`src/rtl/wb_arb_pkg.sv`:
```
// rtl/wb_arb_pkg.sv - shared types and defaults for the imem/dmem Wishbone arbiter
package wb_arb_pkg;

   typedef enum logic [1:0] {
      ST_IDLE     = 2'd0,
      ST_GNT_IMEM = 2'd1,
      ST_GNT_DMEM = 2'd2
   } arb_state_t;

   typedef enum logic {
      MST_IMEM = 1'b0,
      MST_DMEM = 1'b1
   } master_id_t;

   localparam int unsigned TIMEOUT_CYC_DEF = 255;
   localparam int unsigned AW_DEF          = 32;
   localparam int unsigned TCNT_W          = 8;

endpackage

```
`src/rtl/wb_imem_dmem_arb_if.sv`:
```
// rtl/wb_imem_dmem_arb_if.sv - bundled master/slave Wishbone signals around the arbiter
interface wb_imem_dmem_arb_if import wb_arb_pkg::*; #(parameter int AW = AW_DEF);

   logic          wbm_imem_stb_i;
   logic [AW-1:0] wbm_imem_adr_i;
   logic          wbm_imem_we_i;
   logic [AW-1:0] wbm_imem_dat_i;
   logic [3:0]    wbm_imem_sel_i;
   logic [AW-1:0] wbm_imem_dat_o;
   logic          wbm_imem_ack_o;
   logic          wbm_imem_err_o;

   logic          wbm_dmem_stb_i;
   logic [AW-1:0] wbm_dmem_adr_i;
   logic          wbm_dmem_we_i;
   logic [AW-1:0] wbm_dmem_dat_i;
   logic [3:0]    wbm_dmem_sel_i;
   logic [AW-1:0] wbm_dmem_dat_o;
   logic          wbm_dmem_ack_o;
   logic          wbm_dmem_err_o;

   logic          wbs_stb_o;
   logic [AW-1:0] wbs_adr_o;
   logic          wbs_we_o;
   logic [AW-1:0] wbs_dat_o;
   logic [3:0]    wbs_sel_o;
   logic [AW-1:0] wbs_dat_i;
   logic          wbs_ack_i;
   logic          wbs_err_i;

   logic          arb_timeout_o;

   // Arbiter-side view.
   modport slave (
      input  wbm_imem_stb_i, wbm_imem_adr_i, wbm_imem_we_i, wbm_imem_dat_i, wbm_imem_sel_i,
      output wbm_imem_dat_o, wbm_imem_ack_o, wbm_imem_err_o,
      input  wbm_dmem_stb_i, wbm_dmem_adr_i, wbm_dmem_we_i, wbm_dmem_dat_i, wbm_dmem_sel_i,
      output wbm_dmem_dat_o, wbm_dmem_ack_o, wbm_dmem_err_o,
      output wbs_stb_o, wbs_adr_o, wbs_we_o, wbs_dat_o, wbs_sel_o,
      input  wbs_dat_i, wbs_ack_i, wbs_err_i,
      output arb_timeout_o
   );

   // Environment view: the two CPU masters plus the shared memory.
   modport master (
      output wbm_imem_stb_i, wbm_imem_adr_i, wbm_imem_we_i, wbm_imem_dat_i, wbm_imem_sel_i,
      input  wbm_imem_dat_o, wbm_imem_ack_o, wbm_imem_err_o,
      output wbm_dmem_stb_i, wbm_dmem_adr_i, wbm_dmem_we_i, wbm_dmem_dat_i, wbm_dmem_sel_i,
      input  wbm_dmem_dat_o, wbm_dmem_ack_o, wbm_dmem_err_o,
      input  wbs_stb_o, wbs_adr_o, wbs_we_o, wbs_dat_o, wbs_sel_o,
      output wbs_dat_i, wbs_ack_i, wbs_err_i,
      input  arb_timeout_o
   );

endinterface

```
`src/rtl/wb_arb_timeout.sv`:
```
// rtl/wb_arb_timeout.sv - saturating wait counter that flags when a grant has waited too long
module wb_arb_timeout import wb_arb_pkg::*; (
   input  logic              clk,
   input  logic              rst,
   input  logic              clear,
   input  logic              enable,
   input  logic [TCNT_W-1:0] limit,
   output logic              expired
);

   logic [TCNT_W-1:0] count;

   always_ff @(posedge clk) begin
      if (rst || clear) begin
         count <= '0;
      end else if (enable && (count != '1)) begin
         count <= count + 1'b1;
      end
   end

   // Count starts at 0 on the first grant cycle, so limit-1 marks the limit-th cycle.
   assign expired = (count == (limit - {{(TCNT_W-1){1'b0}}, 1'b1}));

endmodule

```
`src/rtl/wb_imem_dmem_arb.sv`:
```
// rtl/wb_imem_dmem_arb.sv - round-robin arbiter sharing one Wishbone memory port between imem and dmem
module wb_imem_dmem_arb import wb_arb_pkg::*; #(
   parameter int unsigned TIMEOUT_CYC = TIMEOUT_CYC_DEF,
   parameter int          AW          = AW_DEF
) (
   input  logic               wb_clk,
   input  logic               wb_rst,
   wb_imem_dmem_arb_if.slave  bus
);

   localparam logic [TCNT_W-1:0] TMO_LIMIT = TCNT_W'(TIMEOUT_CYC);

   arb_state_t state, state_nxt;
   master_id_t last_grant, last_grant_nxt;

   logic gnt_imem, gnt_dmem, gnt_stb, slv_resp;
   logic tmo_expired, tmo_fire;

   assign gnt_imem = (state == ST_GNT_IMEM);
   assign gnt_dmem = (state == ST_GNT_DMEM);
   assign gnt_stb  = (gnt_imem & bus.wbm_imem_stb_i) | (gnt_dmem & bus.wbm_dmem_stb_i);
   assign slv_resp = bus.wbs_ack_i | bus.wbs_err_i;
   // A real slave response in the same cycle always beats the timeout.
   assign tmo_fire = gnt_stb & ~slv_resp & tmo_expired;

   wb_arb_timeout u_timeout (
      .clk     (wb_clk),
      .rst     (wb_rst),
      .clear   (state == ST_IDLE),
      .enable  (gnt_stb & ~slv_resp),
      .limit   (TMO_LIMIT),
      .expired (tmo_expired)
   );

   always_ff @(posedge wb_clk) begin
      if (wb_rst) begin
         state      <= ST_IDLE;
         last_grant <= MST_IMEM;
      end else begin
         state      <= state_nxt;
         last_grant <= last_grant_nxt;
      end
   end

   always_comb begin
      state_nxt      = state;
      last_grant_nxt = last_grant;
      case (state)
         ST_IDLE: begin
            if (bus.wbm_imem_stb_i && bus.wbm_dmem_stb_i) begin
               if (last_grant == MST_IMEM) begin
                  state_nxt      = ST_GNT_DMEM;
                  last_grant_nxt = MST_DMEM;
               end else begin
                  state_nxt      = ST_GNT_IMEM;
                  last_grant_nxt = MST_IMEM;
               end
            end else if (bus.wbm_imem_stb_i) begin
               state_nxt      = ST_GNT_IMEM;
               last_grant_nxt = MST_IMEM;
            end else if (bus.wbm_dmem_stb_i) begin
               state_nxt      = ST_GNT_DMEM;
               last_grant_nxt = MST_DMEM;
            end
         end
         ST_GNT_IMEM, ST_GNT_DMEM: begin
            if (!gnt_stb || slv_resp || tmo_fire) begin
               state_nxt = ST_IDLE;
            end
         end
         default: state_nxt = ST_IDLE;
      endcase
   end

   // Everything is forced low while reset is held so a transfer in flight is cut immediately.
   always_comb begin
      bus.wbs_stb_o      = 1'b0;
      bus.wbs_adr_o      = {AW{1'b0}};
      bus.wbs_we_o       = 1'b0;
      bus.wbs_dat_o      = {AW{1'b0}};
      bus.wbs_sel_o      = 4'h0;
      bus.wbm_imem_dat_o = {AW{1'b0}};
      bus.wbm_imem_ack_o = 1'b0;
      bus.wbm_imem_err_o = 1'b0;
      bus.wbm_dmem_dat_o = {AW{1'b0}};
      bus.wbm_dmem_ack_o = 1'b0;
      bus.wbm_dmem_err_o = 1'b0;
      bus.arb_timeout_o  = 1'b0;
      if (!wb_rst) begin
         bus.arb_timeout_o = tmo_fire;
         if (gnt_imem) begin
            bus.wbs_stb_o      = bus.wbm_imem_stb_i;
            bus.wbs_adr_o      = bus.wbm_imem_adr_i;
            bus.wbs_we_o       = bus.wbm_imem_we_i;
            bus.wbs_dat_o      = bus.wbm_imem_dat_i;
            bus.wbs_sel_o      = bus.wbm_imem_sel_i;
            bus.wbm_imem_dat_o = bus.wbs_dat_i;
            bus.wbm_imem_ack_o = bus.wbs_ack_i;
            bus.wbm_imem_err_o = bus.wbs_err_i | tmo_fire;
         end else if (gnt_dmem) begin
            bus.wbs_stb_o      = bus.wbm_dmem_stb_i;
            bus.wbs_adr_o      = bus.wbm_dmem_adr_i;
            bus.wbs_we_o       = bus.wbm_dmem_we_i;
            bus.wbs_dat_o      = bus.wbm_dmem_dat_i;
            bus.wbs_sel_o      = bus.wbm_dmem_sel_i;
            bus.wbm_dmem_dat_o = bus.wbs_dat_i;
            bus.wbm_dmem_ack_o = bus.wbs_ack_i;
            bus.wbm_dmem_err_o = bus.wbs_err_i | tmo_fire;
         end
      end
   end

endmodule
```
`src/flat_wrapper.sv`:
```
// flat-port wrapper written by rule: the top's interface ports become plain ports
module wb_imem_dmem_arb_flat import wb_arb_pkg::*;
#(
   parameter int unsigned TIMEOUT_CYC = TIMEOUT_CYC_DEF,
   parameter int          AW          = AW_DEF
)
  (wb_clk, wb_rst, bus_wbm_imem_stb_i, bus_wbm_imem_adr_i, bus_wbm_imem_we_i, bus_wbm_imem_dat_i, bus_wbm_imem_sel_i, bus_wbm_imem_dat_o, bus_wbm_imem_ack_o, bus_wbm_imem_err_o, bus_wbm_dmem_stb_i, bus_wbm_dmem_adr_i, bus_wbm_dmem_we_i, bus_wbm_dmem_dat_i, bus_wbm_dmem_sel_i, bus_wbm_dmem_dat_o, bus_wbm_dmem_ack_o, bus_wbm_dmem_err_o, bus_wbs_stb_o, bus_wbs_adr_o, bus_wbs_we_o, bus_wbs_dat_o, bus_wbs_sel_o, bus_wbs_dat_i, bus_wbs_ack_i, bus_wbs_err_i, bus_arb_timeout_o);
  wb_imem_dmem_arb_if #(.AW(AW)) bus_i ();
  input  logic wb_clk;
  input  logic wb_rst;
  input wire logic [$bits(bus_i.wbm_imem_stb_i)-1:0] bus_wbm_imem_stb_i;
  input wire logic [$bits(bus_i.wbm_imem_adr_i)-1:0] bus_wbm_imem_adr_i;
  input wire logic [$bits(bus_i.wbm_imem_we_i)-1:0] bus_wbm_imem_we_i;
  input wire logic [$bits(bus_i.wbm_imem_dat_i)-1:0] bus_wbm_imem_dat_i;
  input wire logic [$bits(bus_i.wbm_imem_sel_i)-1:0] bus_wbm_imem_sel_i;
  output wire logic [$bits(bus_i.wbm_imem_dat_o)-1:0] bus_wbm_imem_dat_o;
  output wire logic [$bits(bus_i.wbm_imem_ack_o)-1:0] bus_wbm_imem_ack_o;
  output wire logic [$bits(bus_i.wbm_imem_err_o)-1:0] bus_wbm_imem_err_o;
  input wire logic [$bits(bus_i.wbm_dmem_stb_i)-1:0] bus_wbm_dmem_stb_i;
  input wire logic [$bits(bus_i.wbm_dmem_adr_i)-1:0] bus_wbm_dmem_adr_i;
  input wire logic [$bits(bus_i.wbm_dmem_we_i)-1:0] bus_wbm_dmem_we_i;
  input wire logic [$bits(bus_i.wbm_dmem_dat_i)-1:0] bus_wbm_dmem_dat_i;
  input wire logic [$bits(bus_i.wbm_dmem_sel_i)-1:0] bus_wbm_dmem_sel_i;
  output wire logic [$bits(bus_i.wbm_dmem_dat_o)-1:0] bus_wbm_dmem_dat_o;
  output wire logic [$bits(bus_i.wbm_dmem_ack_o)-1:0] bus_wbm_dmem_ack_o;
  output wire logic [$bits(bus_i.wbm_dmem_err_o)-1:0] bus_wbm_dmem_err_o;
  output wire logic [$bits(bus_i.wbs_stb_o)-1:0] bus_wbs_stb_o;
  output wire logic [$bits(bus_i.wbs_adr_o)-1:0] bus_wbs_adr_o;
  output wire logic [$bits(bus_i.wbs_we_o)-1:0] bus_wbs_we_o;
  output wire logic [$bits(bus_i.wbs_dat_o)-1:0] bus_wbs_dat_o;
  output wire logic [$bits(bus_i.wbs_sel_o)-1:0] bus_wbs_sel_o;
  input wire logic [$bits(bus_i.wbs_dat_i)-1:0] bus_wbs_dat_i;
  input wire logic [$bits(bus_i.wbs_ack_i)-1:0] bus_wbs_ack_i;
  input wire logic [$bits(bus_i.wbs_err_i)-1:0] bus_wbs_err_i;
  output wire logic [$bits(bus_i.arb_timeout_o)-1:0] bus_arb_timeout_o;
  assign bus_i.wbm_imem_stb_i = bus_wbm_imem_stb_i;
  assign bus_i.wbm_imem_adr_i = bus_wbm_imem_adr_i;
  assign bus_i.wbm_imem_we_i = bus_wbm_imem_we_i;
  assign bus_i.wbm_imem_dat_i = bus_wbm_imem_dat_i;
  assign bus_i.wbm_imem_sel_i = bus_wbm_imem_sel_i;
  assign bus_wbm_imem_dat_o = bus_i.wbm_imem_dat_o;
  assign bus_wbm_imem_ack_o = bus_i.wbm_imem_ack_o;
  assign bus_wbm_imem_err_o = bus_i.wbm_imem_err_o;
  assign bus_i.wbm_dmem_stb_i = bus_wbm_dmem_stb_i;
  assign bus_i.wbm_dmem_adr_i = bus_wbm_dmem_adr_i;
  assign bus_i.wbm_dmem_we_i = bus_wbm_dmem_we_i;
  assign bus_i.wbm_dmem_dat_i = bus_wbm_dmem_dat_i;
  assign bus_i.wbm_dmem_sel_i = bus_wbm_dmem_sel_i;
  assign bus_wbm_dmem_dat_o = bus_i.wbm_dmem_dat_o;
  assign bus_wbm_dmem_ack_o = bus_i.wbm_dmem_ack_o;
  assign bus_wbm_dmem_err_o = bus_i.wbm_dmem_err_o;
  assign bus_wbs_stb_o = bus_i.wbs_stb_o;
  assign bus_wbs_adr_o = bus_i.wbs_adr_o;
  assign bus_wbs_we_o = bus_i.wbs_we_o;
  assign bus_wbs_dat_o = bus_i.wbs_dat_o;
  assign bus_wbs_sel_o = bus_i.wbs_sel_o;
  assign bus_i.wbs_dat_i = bus_wbs_dat_i;
  assign bus_i.wbs_ack_i = bus_wbs_ack_i;
  assign bus_i.wbs_err_i = bus_wbs_err_i;
  assign bus_arb_timeout_o = bus_i.arb_timeout_o;
  wb_imem_dmem_arb #(.TIMEOUT_CYC(TIMEOUT_CYC), .AW(AW)) u_core (.wb_clk(wb_clk), .wb_rst(wb_rst), .bus(bus_i));
endmodule
```
`config.mk`:
```
export PLATFORM = sky130hd
export DESIGN_NAME = wb_imem_dmem_arb_flat
export DESIGN_NICKNAME = d
export VERILOG_FILES = /design/src/rtl/wb_arb_pkg.sv /design/src/rtl/wb_imem_dmem_arb_if.sv /design/src/rtl/wb_arb_timeout.sv /design/src/rtl/wb_imem_dmem_arb.sv /design/src/flat_wrapper.sv
export SDC_FILE = /design/constraint.sdc
export NUM_CORES = 1
export LEC_CHECK = 0
export ABC_AREA = 1
export BUFFER_PORTS_ARGS = -buffer_cell sky130_fd_sc_hd__buf_2
export CAP_MARGIN = 40
export CELL_PAD_IN_SITES_DETAIL_PLACEMENT = 1
export CELL_PAD_IN_SITES_GLOBAL_PLACEMENT = 1
export CORE_AREA = 2 2 122 124
export CTS_BUF_LIST = sky130_fd_sc_hd__clkbuf_4
export DETAILED_ROUTE_END_ITERATION = 16
export DIE_AREA = 0 0 124 126
export GPL_TIMING_DRIVEN = 1
export PLACE_DENSITY = 0.79
export SLEW_MARGIN = 20
export SYNTH_ARGS = -nofsm -noshare
export SYNTH_HDL_FRONTEND = slang
export SYNTH_HIERARCHICAL = 1
export SYNTH_SLANG_ARGS = --single-unit
export TNS_END_PERCENT = 100
```
`constraint.sdc`:
```
create_clock -name wb_clk -period 2.1 [get_ports wb_clk]
set_input_delay 0.21 -clock wb_clk [delete_from_list [all_inputs] [get_ports wb_clk]]
set_output_delay 0.21 -clock wb_clk [all_outputs]
set_load 0.02 [all_outputs]
```
; Word level (Yosys, flattened, before mapping)
; Cells that the tools add are included.
[totals]
ff_bits = 11
input_bits = 176
output_inout_bits = 139
wordCells = 70
[op_classes]
add_sub_neg = 1
n_eq_ne = 6
mux = 41
bitwise = 8
n_reduce_logical = 11
[ops]
columns = operator, n
row1 = $mux W32, 11
row2 = $mux W1, 21
row3 = $mux W4, 3
row4 = $mux W2, 5
row5 = $add A8 B1 Y8 const B, 1
row6 = $eq A8 B8 Y1 const B, 1
row7 = $ne A8 B8 Y1 const B, 1
row8 = $and A1 B1 Y1, 4
row9 = $ne A4 B3 Y1 const B, 1
row10 = $pmux W2 S2, 1
row11 = $reduce_and A2 Y1, 2
row12 = $logic_or A1 B1 Y1, 3
row13 = $or A1 B1 Y1, 3
row14 = $reduce_bool A3 Y1, 1
row15 = $eq A2 B1 Y1 const B, 1
row16 = $eq A2 B2 Y1 const B, 1
row17 = $logic_and A1 B1 Y1, 2
row18 = $logic_not A2 Y1, 1
row19 = $ne A2 B1 Y1 const B, 1
row20 = $reduce_or A2 Y1, 1
row21 = $logic_not A1 Y1, 1
row22 = $not A1 Y1, 1

; Depth between registers and ports, before layout
[logic_depth]
word_depth = 9
depth_mapped = 15
ltp_nobuf = 15

; Hierarchy
; Netlist, hierarchy kept.
[modules_own_cells]
columns = mod, n_inst, cells_per_inst, area_per_inst_um2, seq_area_each_um2
row1 = wb_imem_dmem_arb, 1, 389, 1801.7, 60.1
row2 = wb_arb_timeout, 1, 119, 704.4, 160.2

; Worst setup path after synthesis
; Ideal clock, no wire load.
[synth_path]
kind = reg-to-output
start = register u_core.state[1]
end = output port bus_wbm_dmem_err_o
arrival_time_ns = 1.401
required_time_ns = 1.890
path_slack_ns = 0.489
stages_incl_launch_ff = 11
n_path_buf = 1
cell_sequence = dfxtp_1 -> inv_1 -> ha_1 -> buf_6 -> nand2_1 -> nand2_1 -> and2_1 -> nand2_1 -> nand2_1 -> inv_1 -> nor2_1
[synth_between]
elab_chain_len = 9
elab_cells_between_ends = 11
classes_between = 2 x eq/ne / 3 x mux / 6 x bitwise
[synth_rtl]
columns = element, line
row1 = from (decl), wb_imem_dmem_arb.sv:13  ; arb_state_t state, state_nxt;
row2 = from (signal assigned), wb_imem_dmem_arb.sv:40  ; state <= state_nxt;
row3 = $eq A2 B1 Y1 or $eq A2 B2 Y1 (tied branches), "wb_imem_dmem_arb.sv:19, wb_imem_dmem_arb.sv:20"
row4 = $and A1 B1 Y1, wb_imem_dmem_arb.sv:21  ; assign gnt_stb = (gnt_imem & bus.wbm_imem_stb_i) | (gnt_dmem & bus.wbm_dmem_stb_i);
row5 = $or A1 B1 Y1, wb_imem_dmem_arb.sv:21
row6 = $and A1 B1 Y1 (2 in a row), wb_imem_dmem_arb.sv:24  ; assign tmo_fire = gnt_stb & ~slv_resp & tmo_expired;
row7 = $or A1 B1 Y1, wb_imem_dmem_arb.sv:108  ; bus.wbm_dmem_err_o = bus.wbs_err_i | tmo_fire;
row8 = $mux W1, wb_imem_dmem_arb.sv:100  ; end else if (gnt_dmem) begin
row9 = $mux W1 (*), wb_imem_dmem_arb.sv:91  ; if (gnt_imem) begin
row10 = $mux W1 (*), wb_imem_dmem_arb.sv:89  ; if (!wb_rst) begin
row11 = to (decl), flat_wrapper.sv:26  ; output wire logic [$bits(bus_i.wbm_dmem_err_o)-1:0] bus_wbm_dmem_err_o;
; Every way passes the cells marked *; elsewhere a longest branch is shown, timed or not.

; Final worst setup path
[layout_path]
start = register u_core.state[1]
end = output port bus_wbs_we_o
[layout_between]
elab_chain_len = 4
elab_cells_between_ends = 5
classes_between = 2 x eq/ne / 3 x mux
[layout_rtl]
columns = element, line
row1 = $eq A2 B2 Y1, wb_imem_dmem_arb.sv:20  ; assign gnt_dmem = (state == ST_GNT_DMEM);
row2 = $mux W1, wb_imem_dmem_arb.sv:100
row3 = $mux W1 (*), wb_imem_dmem_arb.sv:91
row4 = $mux W1 (*), wb_imem_dmem_arb.sv:89
row5 = to (decl), flat_wrapper.sv:29  ; output wire logic [$bits(bus_i.wbs_we_o)-1:0] bus_wbs_we_o;
; Marks and branches as above.

==> flow_summary.yaml <==
placement:
  port_buffers: 314
  place_ws_ns: 0.286
  gp_congestion: 0.841
  post_dp_cell_area_um2: 4310
  dp_hpwl_um: 11900
logic_synthesis:
  synth_most_common_cell: "nand3_1"
  synth_warnings: 6
  synthFlopType: "dfxtp_1"
  ys_ff_latch: 11
  async_reset_ff_frac: 0
  syn-cell-area_um2: 2510
  syn_avg_cell_area_um2: 4.93
  ys_types: 27
  synth_common_cells: "nand3_1 (149), nand2_1 (118), nor2_1 (90)"
  synth_edf_count: 0
  yosysTopAreaCellShare: 0.298
  netlist_instances: 508
  synthTopCellsByArea: "nand3_1 (30%), nand2_1 (18%), nor2_1 (13%)"
  yosysSeqAreaShare: 0.0879
  yosysTopAreaCell: "nand3_1"
critical_path:
  critPathSlowestCell: "dfxtp_1"
  path_cells: "inv_1 -> ha_4 -> nor2_8 -> buf_16 -> nand3_1 -> nand2_1 -> clkbuf_4"
  slowest_delay_ns: 0.36
  critPathBufInv: 3
  critPathMaxFanout: 69
  required_ns: 1.89
  cp.arrival_ns: 1.80
  critPathKind: "register to output port"
  cp_top_family: "buffers and inverters"
  startpoint_type: "register"
  end_kind: "output port"
die:
  core_um2: 14300
  die_h_um: 126
  die_area_um2: 15600
  floorplan.initialDensity: 0.175
  num_rows: 44
  dieWidth_um: 124
  num_io_pins: 315
power:
  max-vdd-ir-drop_mv: 0.110
  total_power_mw: 1.23
  power.leakage_nw: 2.98
  p_per_area_nw_per_um2: 281
cts:
  cts_setup_buffers: 0
  clk_pin_slew_ns: 0.07
  cts.sink_count: 11
  htree_levels: 1
  cts_inserted_buffers: 3
  clock_latency_ns: 0.27
  clockBufferDepth: 2
  cts_hold_buf: 0
  cts_tree: "built"
  root_buffer: "clkbuf_4"
timing:
  rsz0062_at_grt: "yes"
  setup_ws_ns: 0.0896
  finalSetupViolations: 0
  final.period_utilization: 0.957
  whs_ns: 0.302
  slew_violations: 0
  min_period_ns: 2.01
  max_freq_mhz: 497
  hold_viol: 0
  finClkSkew_ns: 0.000766
final_layout:
  multi_input_area_um2: 1950
  fillers: 2040
  drive_gt1_frac: 0.413
  nets: 1000
  area_delta_synth_final_pct: 75.1
  finalInstanceArea_um2: 4390
  seq_area_um2: 221
drt:
  drt_iter0_markers: 144
  drtAntennaViolNets: 0
  wl_per_cell_um: 14.3
  vias: 4398
  drc: 0
  dr.pass1.iters: 4
  finalWirelength_um: 14300
  post_drt_via_cell_ratio: 4.38
grt:
  grt_overflow_total: 0
  grt_pass1_wl_um: 21100
  grt_pass1_vias: 4123
  antenna_found_initial: 2
  track_usage: 0.169
  grt_max_degree: 70
status:
  status: "finished clean"
flow_run:
  drv_cap: 0
hold_path:
  hold_class: "primary input to register"
path summary, 6_finish.rpt:
check	startpoint	to	slack, ns	cells after the start
setup reg to reg	u_core/state[0]	u_core/u_timeout/count[4]	0.52	9
hold / removal	wb_rst	u_core/state[1]	0.30	2
hold reg to reg	u_core/state[1]	u_core/state[1]	0.49	2
setup / recovery	u_core/state[1]	bus_wbs_we_o	0.09	7
metrics by stage:
step                std cells  utilization  setup TNS [ns]
floorplan                 529            -               0
global placement          998        0.301               0
detailed placement        998        0.301               0
CTS                      1002        0.304               0
global route             1003        0.306          -0.154
finish                   1004        0.307               0
timing repair:
| action | CTS | global route |
|---|---|---|
| gates resized for setup | 1 | 9 |
| setup endpoints to repair | 3 | 17 |
| cloned | 0 | 0 |
area by class of cell:
| class | instances | area share |
|---|---|---|
| well taps | 184 | 0.0525 |
| multi-input cells | 421 | 0.443 |
| repair buffers | 323 | 0.395 |
| inverters | 59 | 0.0505 |
| diodes | 2 | 0.00114 |
| clock buffers | 4 | 0.00684 |
| flip-flops and latches | 11 | 0.0505 |
power by group:
part | internal, mW | switching, mW
sequential | 0.215 | 0.00524
combinational | 0.318 | 0.534
clock | 0.0864 | 0.0739
total | 0.619 | 0.613
flip-flops by register name, summed over array words and instances (netlist names):
signal	cells
u_core/u_timeout/count	8
u_core/state	2
u_core/last_grant	1
cells in the final DEF, fill, tap and decap left out, types with 2 or more instances in the layout:
cell | Yosys | layout
a21oi_1 | 8 | 8
buf_12 | 1 | 5
buf_2 | 19 | 309
buf_4 | 6 | 5
clkbuf_4 | 0 | 7
conb_1 | 1 | 22
dfxtp_1 | 11 | 10
diode_2 | 0 | 2
ha_1 | 5 | 3
inv_1 | 58 | 58
nand2_1 | 118 | 118
nand2_4 | 1 | 2
nand3_1 | 149 | 149
nand3b_1 | 2 | 2
nor2_1 | 90 | 89
nor2_2 | 1 | 2
nor3_1 | 4 | 4
o21ai_0 | 5 | 5
o21ai_1 | 2 | 2
xnor2_1 | 3 | 3
xor2_1 | 5 | 5
logic make-up (layout without fill, tap and decap cells):
logic type                 count (synthesis)  after routing  synth area share
AOI/OAI and AO/OA                         17             17            0.0359
buffers and inverters                     97            386             0.176
DFF                                       11             11            0.0879
xor gates and xnor gates                   8              8            0.0280
and+or+nand+nor                          369            369             0.646
other                                      1             24           0.00150
adders and majority gates                  5              5            0.0250
per-layer routing:
| layer | GRT usage | share of wire | wire, µm |
|---|---|---|---|
| met1 | 0.204 | 0.41 | 5940 |
| met2 | 0.304 | 0.49 | 6960 |
| met3 | 0.0408 | 0.092 | 1320 |
| met4 | 0.0297 | 0.0083 | 119 |
| met5 | 0 | 0 | 0 |
Power figures use the tool's default switching activity.
